==> config.mk <==
export PLATFORM = sky130hd
export DESIGN_NAME = prod_accumulator
export DESIGN_NICKNAME = d
export VERILOG_FILES = /design/src/rtl/prod_accumulator_pkg.sv /design/src/rtl/prod_accumulator_in_reg.sv /design/src/rtl/prod_accumulator.sv
export SDC_FILE = /design/constraint.sdc
export NUM_CORES = 1
export LEC_CHECK = 0
export CAP_MARGIN = 20
export CORE_UTILIZATION = 55
export CTS_CLUSTER_SIZE = 24
export DETAILED_ROUTE_END_ITERATION = 8
export HOLD_SLACK_MARGIN = 0.08
export PLACE_DENSITY = 0.78
export SLEW_MARGIN = 20
export SYNTH_ARGS = -nofsm -noshare
export SYNTH_HDL_FRONTEND = slang
export SYNTH_HIERARCHICAL = 1
export SYNTH_SLANG_ARGS = --single-unit
==> constraint.sdc <==
create_clock -name clk -period 3.26 [get_ports clk]
set_input_delay 0.489 -clock clk [delete_from_list [all_inputs] [get_ports clk]]
set_output_delay 0.489 -clock clk [all_outputs]
set_load 0.02 [all_outputs]
==> src/rtl/prod_accumulator_pkg.sv <==
// Shared types and constants for the product accumulator.
package prod_acc_pkg;

    localparam int PROD_W    = 16;
    localparam int FRAME_MAX = 256;
    localparam int CNT_W     = 9;

    typedef enum logic [1:0] {
        IDLE  = 2'd0,
        ACCUM = 2'd1,
        HOLD  = 2'd2
    } acc_state_t;

    // Frame length as programmed: a zero field encodes a full 256-product frame.
    function automatic logic [CNT_W-1:0] resolve_len(input logic [7:0] len);
        logic [CNT_W-1:0] r;
        if (len == 8'd0) begin
            r = CNT_W'(FRAME_MAX);
        end else begin
            r = {1'b0, len};
        end
        return r;
    endfunction

endpackage

==> src/rtl/prod_accumulator_in_reg.sv <==
// Stage-1 valid/ready register in front of the accumulator. It holds one
// product; new products are refused only while the accumulator sits in HOLD
// with this register already full.
module prod_in_reg
    import prod_acc_pkg::*;
(
    input  logic              clk,
    input  logic              rst_n,
    input  logic              flush_i,
    input  logic              in_valid_i,
    input  logic [PROD_W-1:0] in_prod_i,
    input  logic              consume_i,
    input  logic              hold_i,
    output logic              in_ready_o,
    output logic [PROD_W-1:0] p_reg_o,
    output logic              p_vld_o
);

    logic              p_vld_q;
    logic              p_vld_d;
    logic [PROD_W-1:0] p_reg_q;
    logic [PROD_W-1:0] p_reg_d;
    logic              accept_s;

    assign in_ready_o = !p_vld_q || !hold_i;
    assign accept_s   = in_valid_i && in_ready_o;
    assign p_reg_o    = p_reg_q;
    assign p_vld_o    = p_vld_q;

    // Next-state of the holding register: flush drops everything, an accept
    // refills (even when the old value is consumed in the same cycle).
    always_comb begin
        p_vld_d = p_vld_q;
        p_reg_d = p_reg_q;
        if (flush_i) begin
            p_vld_d = 1'b0;
        end else if (accept_s) begin
            p_vld_d = 1'b1;
            p_reg_d = in_prod_i;
        end else if (consume_i) begin
            p_vld_d = 1'b0;
        end else begin
            p_vld_d = p_vld_q;
        end
    end

    // Holding register state.
    always_ff @(posedge clk or negedge rst_n) begin
        if (!rst_n) begin
            p_vld_q <= 1'b0;
            p_reg_q <= {PROD_W{1'b0}};
        end else begin
            p_vld_q <= p_vld_d;
            p_reg_q <= p_reg_d;
        end
    end

endmodule

==> src/rtl/prod_accumulator.sv <==
// Frame accumulator for the 8x8 multiplier product stream. Sums frame_len
// consecutive products and presents the sum on a valid/ready output.
// Build option PROD_ACC_SAT_EN: clamp the sum to all-ones on overflow
// instead of wrapping.
module prod_accumulator
    import prod_acc_pkg::*;
#(
    parameter int ACC_W = 24
) (
    input  logic              clk,
    input  logic              rst_n,
    input  logic              flush,
    input  logic [7:0]        frame_len,
    input  logic              in_valid,
    output logic              in_ready,
    input  logic [PROD_W-1:0] in_prod,
    output logic              out_valid,
    input  logic              out_ready,
    output logic [ACC_W-1:0]  out_acc,
    output logic              out_ovf
);

    localparam logic [ACC_W-1:0] ACC_MAX = {ACC_W{1'b1}};

    acc_state_t        state_q;
    acc_state_t        state_d;
    logic [ACC_W-1:0]  acc_q;
    logic [ACC_W-1:0]  acc_d;
    logic [CNT_W-1:0]  len_q;
    logic [CNT_W-1:0]  len_d;
    logic [CNT_W-1:0]  cnt_q;
    logic [CNT_W-1:0]  cnt_d;
    logic              ovf_q;
    logic              ovf_d;

    logic [PROD_W-1:0] p_reg_s;
    logic              p_vld_s;
    logic              consume_s;
    logic [ACC_W:0]    sum_s;
    logic              carry_s;
    logic [CNT_W-1:0]  len_new_s;
    logic [CNT_W-1:0]  cnt_inc_s;

    prod_in_reg u_in_reg (
        .clk        (clk),
        .rst_n      (rst_n),
        .flush_i    (flush),
        .in_valid_i (in_valid),
        .in_prod_i  (in_prod),
        .consume_i  (consume_s),
        .hold_i     (state_q == HOLD),
        .in_ready_o (in_ready),
        .p_reg_o    (p_reg_s),
        .p_vld_o    (p_vld_s)
    );

    assign consume_s = p_vld_s && (state_q != HOLD);
    assign sum_s     = {1'b0, acc_q} + (ACC_W+1)'(p_reg_s);
    assign carry_s   = sum_s[ACC_W];
    assign len_new_s = resolve_len(frame_len);
    assign cnt_inc_s = cnt_q + CNT_W'(1);

    assign out_valid = (state_q == HOLD);
    assign out_acc   = acc_q;
    assign out_ovf   = ovf_q;

    // Frame FSM and accumulator next-state; flush overrides everything.
    always_comb begin
        state_d = state_q;
        acc_d   = acc_q;
        len_d   = len_q;
        cnt_d   = cnt_q;
        ovf_d   = ovf_q;
        if (flush) begin
            state_d = IDLE;
            acc_d   = {ACC_W{1'b0}};
            cnt_d   = {CNT_W{1'b0}};
            ovf_d   = 1'b0;
        end else begin
            case (state_q)
                IDLE: begin
                    if (p_vld_s) begin
                        acc_d   = ACC_W'(p_reg_s);
                        len_d   = len_new_s;
                        cnt_d   = CNT_W'(1);
                        ovf_d   = 1'b0;
                        state_d = (len_new_s == CNT_W'(1)) ? HOLD : ACCUM;
                    end else begin
                        state_d = IDLE;
                    end
                end
                ACCUM: begin
                    if (p_vld_s) begin
                        cnt_d = cnt_inc_s;
                        ovf_d = ovf_q || carry_s;
`ifdef PROD_ACC_SAT_EN
                        // Once clamped, the sum stays pinned for the frame.
                        if (ovf_q || carry_s) begin
                            acc_d = ACC_MAX;
                        end else begin
                            acc_d = sum_s[ACC_W-1:0];
                        end
`else
                        acc_d = sum_s[ACC_W-1:0];
`endif
                        if (cnt_inc_s == len_q) begin
                            state_d = HOLD;
                        end else begin
                            state_d = ACCUM;
                        end
                    end else begin
                        state_d = ACCUM;
                    end
                end
                HOLD: begin
                    if (out_ready) begin
                        state_d = IDLE;
                    end else begin
                        state_d = HOLD;
                    end
                end
                default: begin
                    state_d = IDLE;
                end
            endcase
        end
    end

    // State, accumulator, frame length and overflow registers.
    always_ff @(posedge clk or negedge rst_n) begin
        if (!rst_n) begin
            state_q <= IDLE;
            acc_q   <= {ACC_W{1'b0}};
            len_q   <= {CNT_W{1'b0}};
            cnt_q   <= {CNT_W{1'b0}};
            ovf_q   <= 1'b0;
        end else begin
            state_q <= state_d;
            acc_q   <= acc_d;
            len_q   <= len_d;
            cnt_q   <= cnt_d;
            ovf_q   <= ovf_d;
        end
    end

endmodule

==> results of run 1 <==
how the worst max path moves through the flow:
stage,from,depth (start not counted),slack [ns],to
2_1_floorplan,out_acc[0],8,0.89,out_acc[8]
3_5_place_dp,flush,7,0.61,out_acc[21]
6_report,out_acc[0],8,0.68,out_ovf
4_1_cts,out_acc[0],8,0.69,out_ovf
5_1_grt,out_acc[0],8,0.51,out_ovf
3_3_place_gp,flush,7,0.74,out_acc[21]
stage by stage:
step	util	total power, mW	instance area (um^2)
floorplan	-	1.36	3880
global placement	0.665	1.55	4520
detailed placement	0.665	1.57	4520
CTS	0.697	2.30	4740
global route	0.697	2.42	4740
finish	0.697	2.30	4740
worst max-delay path: cells and delay by family (launching register included):
kind | cells | cell delay (ns)
AOI/OAI and AO/OA | 5 | 1.23
adders and majority gates | 2 | 0.64
and+or+nand+nor | 1 | 0.17
DFF | 1 | 0.40
layer usage:
layer | share of wire | up-vias | track usage
met1 | 0.44 | 1644 | 0.356
met3 | 0.056 | 18 | 0.0597
met5 | 0 | - | 0
met2 | 0.49 | 125 | 0.458
li1 | - | 1621 | -
met4 | 0.015 | 0 | 0.102
layout make-up:
type                       instances  area [um^2]  share of cell area
clock inverter                     3         40.0             0.00845
clock buffer                      13          179              0.0378
timing repair buffer              63          606               0.128
inverter                           4         15.0             0.00317
sequential                        62         1550               0.327
multi-input combinational        322         2230               0.470
tap                               96          120              0.0253
layout by cell type (no fill, tap or decap), drive strengths merged, types with 11 or more instances in the layout:
| cell type | instances |
|---|---|
| clkbuf | 13 |
| nor2 | 20 |
| nand2 | 63 |
| nand3 | 12 |
| xor2 | 11 |
| a21oi | 20 |
| mux2 | 16 |
| o21ai | 26 |
| clkdlybuf4s50 | 54 |
| xnor2 | 12 |
| dfrtp | 62 |
| ha | 17 |
registers in the layout, summed over array words and instances (netlist names):
signal and count:
out_acc 24, cnt_q 9, u_in_reg/p_vld_o 1, out_ovf 1
len_q 9, u_in_reg/p_reg_o 16, state_q 2
power by group through the flow:
| stage | clock, mW | combinational, mW | sequential [mW] |
|---|---|---|---|
| CTS | 0.739 | 0.633 | 0.931 |
| global placement | 0 | 0.608 | 0.939 |
| global route | 0.773 | 0.701 | 0.942 |
| floorplan | 0 | 0.410 | 0.951 |
| finish | 0.730 | 0.637 | 0.932 |
| detailed placement | 0 | 0.624 | 0.943 |
kinds of logic (layout without fill, tap and decap cells):
logic type,count (synthesis),after routing,synth area share
flip-flops,62,62,0.400
AO/OA/AOI/OAI,120,120,0.217
AND/OR/NAND/NOR,142,142,0.181
XOR/XNOR,23,23,0.0519
adder cells (fa/ha/maj),18,18,0.0600
multiplexers,19,19,0.0639
buffers and inverters,22,83,0.0258
==> results.txt, run 1 <==
Type of the worst setup path: flip-flop to flip-flop
Die area: 7390 um^2
Setup Total Neg Slack: 0 ns
FF-to-FF End: out_ovf
Combinational Power Share: 0.277
Finished Layout Cells: 563
Critical Path RT: 3.46 ns
Fillers: 516
Max_cap viols: 0
Syn_nets: 453
Vias after detailed routing: 3,408
Setup bufs post-CTS: 0
Gates resized, CTS repair: 0
Clock latency at the later pin of the worst-skew pair: 0.34 ns
Most used DFF post-synth: dfrtp_1
Distinct cells, synth: 63
CTS tree: yes
Synth cell count leaders: nand2_1 (63), dfrtp_1 (62), o21ai_0 (24), a21oi_1 (19), nor2_1 (18)
GPL Wtd Cong: 0.890
Largest net degree at the start of global routing: 26
Tcrit/Tclk final: 0.792
Worst-Margin Slew: 0.764 ns
Switching pwr: 722 uW
Fraction of registers with async set/reset: 1.00
Placed cell count: 547
Critical path's slowest cell: a2bb2oi_1
Synth area leaders: dfrtp_1 (40%), nand2_1 (6.1%), ha_1 (5.5%)
CTS HTree Levels: 3
Final Hold Fails: 0
Io pins: 56
Hold slack: 0.149 ns
RSZ-0062 raised after global routing: no
Die Span X: 86.0 um
Sequential share of the synthesized area: 0.400
CP max stage delay: 0.46 ns
CP max FO: 5
Synthesized cell area: 3880 um^2
R2R Path Start: out_acc[0]
Internal power: 1.58 mW
# setup viols final: 0
Area growth syn-to-layout: 22.2%
Peak VDD IR: 327 uV
# rows: 30
Layout cells sized above 1: 0.109
CP endpoint kind: flip-flop
Worst-path clk slew: 0.07 ns
Reg2reg setup slack: 0.68 ns
Ys Warns: 6
Run status: finished clean
Vias in the first global route: 3,341
Post-synth top area cell: dfrtp_1
Achievable frequency: 0.387 GHz
Max transition margin: 0.491
First-pass GRT wire length: 15,900 um
Final WL: 9480 um
Power Dens Cells: 485 nW/um^2
Worst path arrival time: 2.78 ns
Tmin final: 2.58 ns
Post-Syn Instances: 406
Setup Skew: 0.00921 ns
Diodes inserted: 0
Vias/cell: 6.05
Initial antenna violation count: 0
Clock buffer depth: 2
Overflow after GRT: 0
Total GRT Usage: 0.276
Startpoint Class: flip-flop
Initial core utilization: 0.571
Reg2reg path depth: 8
Placeable Area: 6790 um^2
Setup WS pre-CTS: 0.611 ns
Synthesis-stage register bit count: 62
TritonRoute pass-1 iters: 5
Final antenna-violating net count: 0
HPWL Detailed: 6760 um
IO Port Bufs: 55
Clock share of power: 0.318
1st-iter DRT viols: 234
Switching Fraction: 0.314
Nets: 509
Leakage: 2.08 nW
HP Class: primary input to asynchronous set/reset pin
Clock Sinks: 62
Top-area cell type share of the netlist area: 0.400
Routed length per instance: 16.8 um
Die Y: 86.0 um
Clock root cell: clkbuf_8
Post-Syn Area per Cell: 9.55 um^2
Count of pins over their slew limit: 0
Final setup margin: 0.679 ns
Crit-path cells: ha_1 -> fa_1 -> a21o_1 -> nand4_1 -> a31oi_1 -> o21ai_2 -> a2bb2oi_1 -> o32ai_1
Count leader, synth: nand2_1
Number of enable flip-flop cells after synthesis: 0
Hold_buf cts: 0
CTS buffer count: 9
Drc violations: 0
Power share of the sequential group: 0.405
Power figures use the tool's default switching activity.
==> inputs of run 2 (changes only) <==
--- a/config.mk
+++ b/config.mk
@@ -6,11 +6,11 @@
 export NUM_CORES = 1
 export LEC_CHECK = 0
 export CAP_MARGIN = 20
-export CORE_UTILIZATION = 55
+export CORE_UTILIZATION = 50
 export CTS_CLUSTER_SIZE = 24
 export DETAILED_ROUTE_END_ITERATION = 8
 export HOLD_SLACK_MARGIN = 0.08
-export PLACE_DENSITY = 0.78
+export PLACE_DENSITY = 0.74
 export SLEW_MARGIN = 20
 export SYNTH_ARGS = -nofsm -noshare
 export SYNTH_HDL_FRONTEND = slang
==> constraint.sdc (replaced) <==
create_clock -name clk -period 2.1 [get_ports clk]
set_input_delay 0.315 -clock clk [delete_from_list [all_inputs] [get_ports clk]]
set_output_delay 0.315 -clock clk [all_outputs]
set_load 0.02 [all_outputs]
==> run 2 against run 1 <==
  * The run now ends with negative setup slack left
  * Sequential share of layout area is 3.9 points lower
  * Clock skew about the same
  * Flip-flop and latch count unchanged
  * Final area increased by 14%
  * Non-clock buffer count grew 39
  * Combinational power rose by 100%
  * Critical path depth up 1
  * Critical endpoint is now out_acc[13]
==> results.txt, run 2 (synthesis results as in run 1) <==
Tmin final: 2.21 ns
Post-layout util: 0.733
RSZ-0062 raised after global routing: yes
TritonRoute pass-1 iters: 4
Layout cells sized above 1: 0.257
Leakage: 2.33 nW
Initial antenna violation count: 0
Final antenna-violating net count: 0
Largest net degree at the start of global routing: 35
Overflow after GRT: 0
CP max FO: 4
Final setup margin: -0.111 ns
Flip-flop and latch area: 1560 um^2
Worst-Margin Slew: 0.700 ns
R2R Path Start: u_in_reg/p_reg_o[3]
First-pass GRT wire length: 17,300 um
Max_cap viols: 0
Io pins: 56
HP Class: primary input to flip-flop
Final WL: 11,000 um
Most common cell after layout, fill and taps aside: nand2_1
GPL Wtd Cong: 0.861
Run status: complete, but fails checks
Diodes inserted: 0
Vias in the first global route: 3,700
Die Span X: 90.1 um
Clock Sinks: 62
Reg2reg setup slack: -0.11 ns
Nets: 548
Initial core utilization: 0.526
Achievable frequency: 0.452 GHz
CTS HTree Levels: 3
Vias/cell: 6.00
Routed length per instance: 18.2 um
Count of pins over their slew limit: 0
# rows: 31
Power Dens Cells: 752 nW/um^2
Max FFs per register: 24
Cell Area, Placed: 4800 um^2
Die area: 8110 um^2
Startpoint Class: flip-flop
Vias after detailed routing: 3,627
CP endpoint kind: flip-flop
Setup Skew: 0.00946 ns
CTS buffer count: 9
Fillers: 542
Peak VDD IR: 503 uV
Hold_sp: frame_len[3]
Drc violations: 0
Clock latency at the later pin of the worst-skew pair: 0.36 ns
Area occupied by multi-input gates: 2550 um^2
Worst path arrival time: 2.47 ns
Fin area: 5400 um^2
Placeable Area: 7370 um^2
Max transition margin: 0.533
# setup viols final: 10
Final Hold Fails: 0
Die Y: 90.1 um
IO Port Bufs: 55
Violated checks: negative setup slack
CTS tree: yes
Most frequent cells in the layout: nand2_1 (61), dfrtp_1 (58), clkdlybuf4s50_1 (52)
Critical Path RT: 2.36 ns
Area growth syn-to-layout: 39.3%
Total GRT Usage: 0.266
Start point of the critical path: u_in_reg/p_reg_o[3]
Clock root cell: clkbuf_8
Tcrit/Tclk final: 1.05
Worst-path clk slew: 0.07 ns
1st-iter DRT viols: 232
Hold slack: 0.508 ns
Type of the worst setup path: flip-flop to flip-flop
Clock buffer depth: 2
HPWL Detailed: 7230 um
==> run 2: final timing paths <==
check                                      end  cells past startpoint
setup / recovery                   out_acc[13]                      9
hold / removal                        len_q[3]                      3
setup reg to reg                   out_acc[13]                      9
max in group asynchronous             cnt_q[0]                      3
min in group asynchronous  u_in_reg/p_reg_o[3]                      2
hold reg to reg                       len_q[0]                      2
==> run 2: layout make-up <==
cell class                      instances  area share
Clock buffer                           12      0.0269
Clock inverter                          4      0.0176
Inverter                                4     0.00278
Multi-Input combinational cell        322       0.472
Sequential cell                        62       0.288
Tap cell                               99      0.0229
Timing Repair Buffer                  102       0.170
==> run 2: layer usage <==
layer,track usage,vias to the layer above,part of all wire
li1,-,1692,-
met1,0.329,1758,0.41
met2,0.458,151,0.51
met3,0.0381,26,0.054
met4,0.125,0,0.026
met5,0,-,0
==> run 2: timing repair <==
| action | 4_1_cts | 5_1_grt |
|---|---|---|
| hold buffers | 1 | 0 |
| buffers inserted | 4 | 3 |
| resized for setup | 20 | 41 |
| pin swaps | 9 | 17 |
| hold endpoints to repair | 28 | 0 |
| setup endpoints to repair | 15 | 20 |
==> run 2: report_power, final <==
| group | total (mW) | switching, mW | internal (mW) |
|---|---|---|---|
| logic | 1.28 | 0.667 | 0.617 |
| clock network | 1.32 | 0.501 | 0.821 |
| registers | 1.46 | 0.139 | 1.32 |
| total | 4.06 | 1.31 | 2.76 |
==> run 2: metrics by stage <==
step	power (mW)	worst slack (ns)	std cells	TNS, ns
2_1_floorplan	2.12	-0.0988	406	-0.0988
3_3_place_gp	2.53	-0.0904	582	-0.385
3_5_place_dp	2.56	-0.145	582	-0.997
4_1_cts	3.93	-0.0333	603	-0.0333
5_1_grt	4.24	-0.185	605	-1.75
6_report	4.06	-0.111	605	-0.449
==> run 2: worst max-delay path, stage by stage (launching register included) <==
cell and delay, ns:
dfrtp_2 0.45, ha_4 0.24, a21o_1 0.20, a21oi_2 0.17
a211o_1 0.27, buf_4 0.15, buf_6 0.10, a31oi_4 0.09
o21a_1 0.20, o31ai_2 0.24
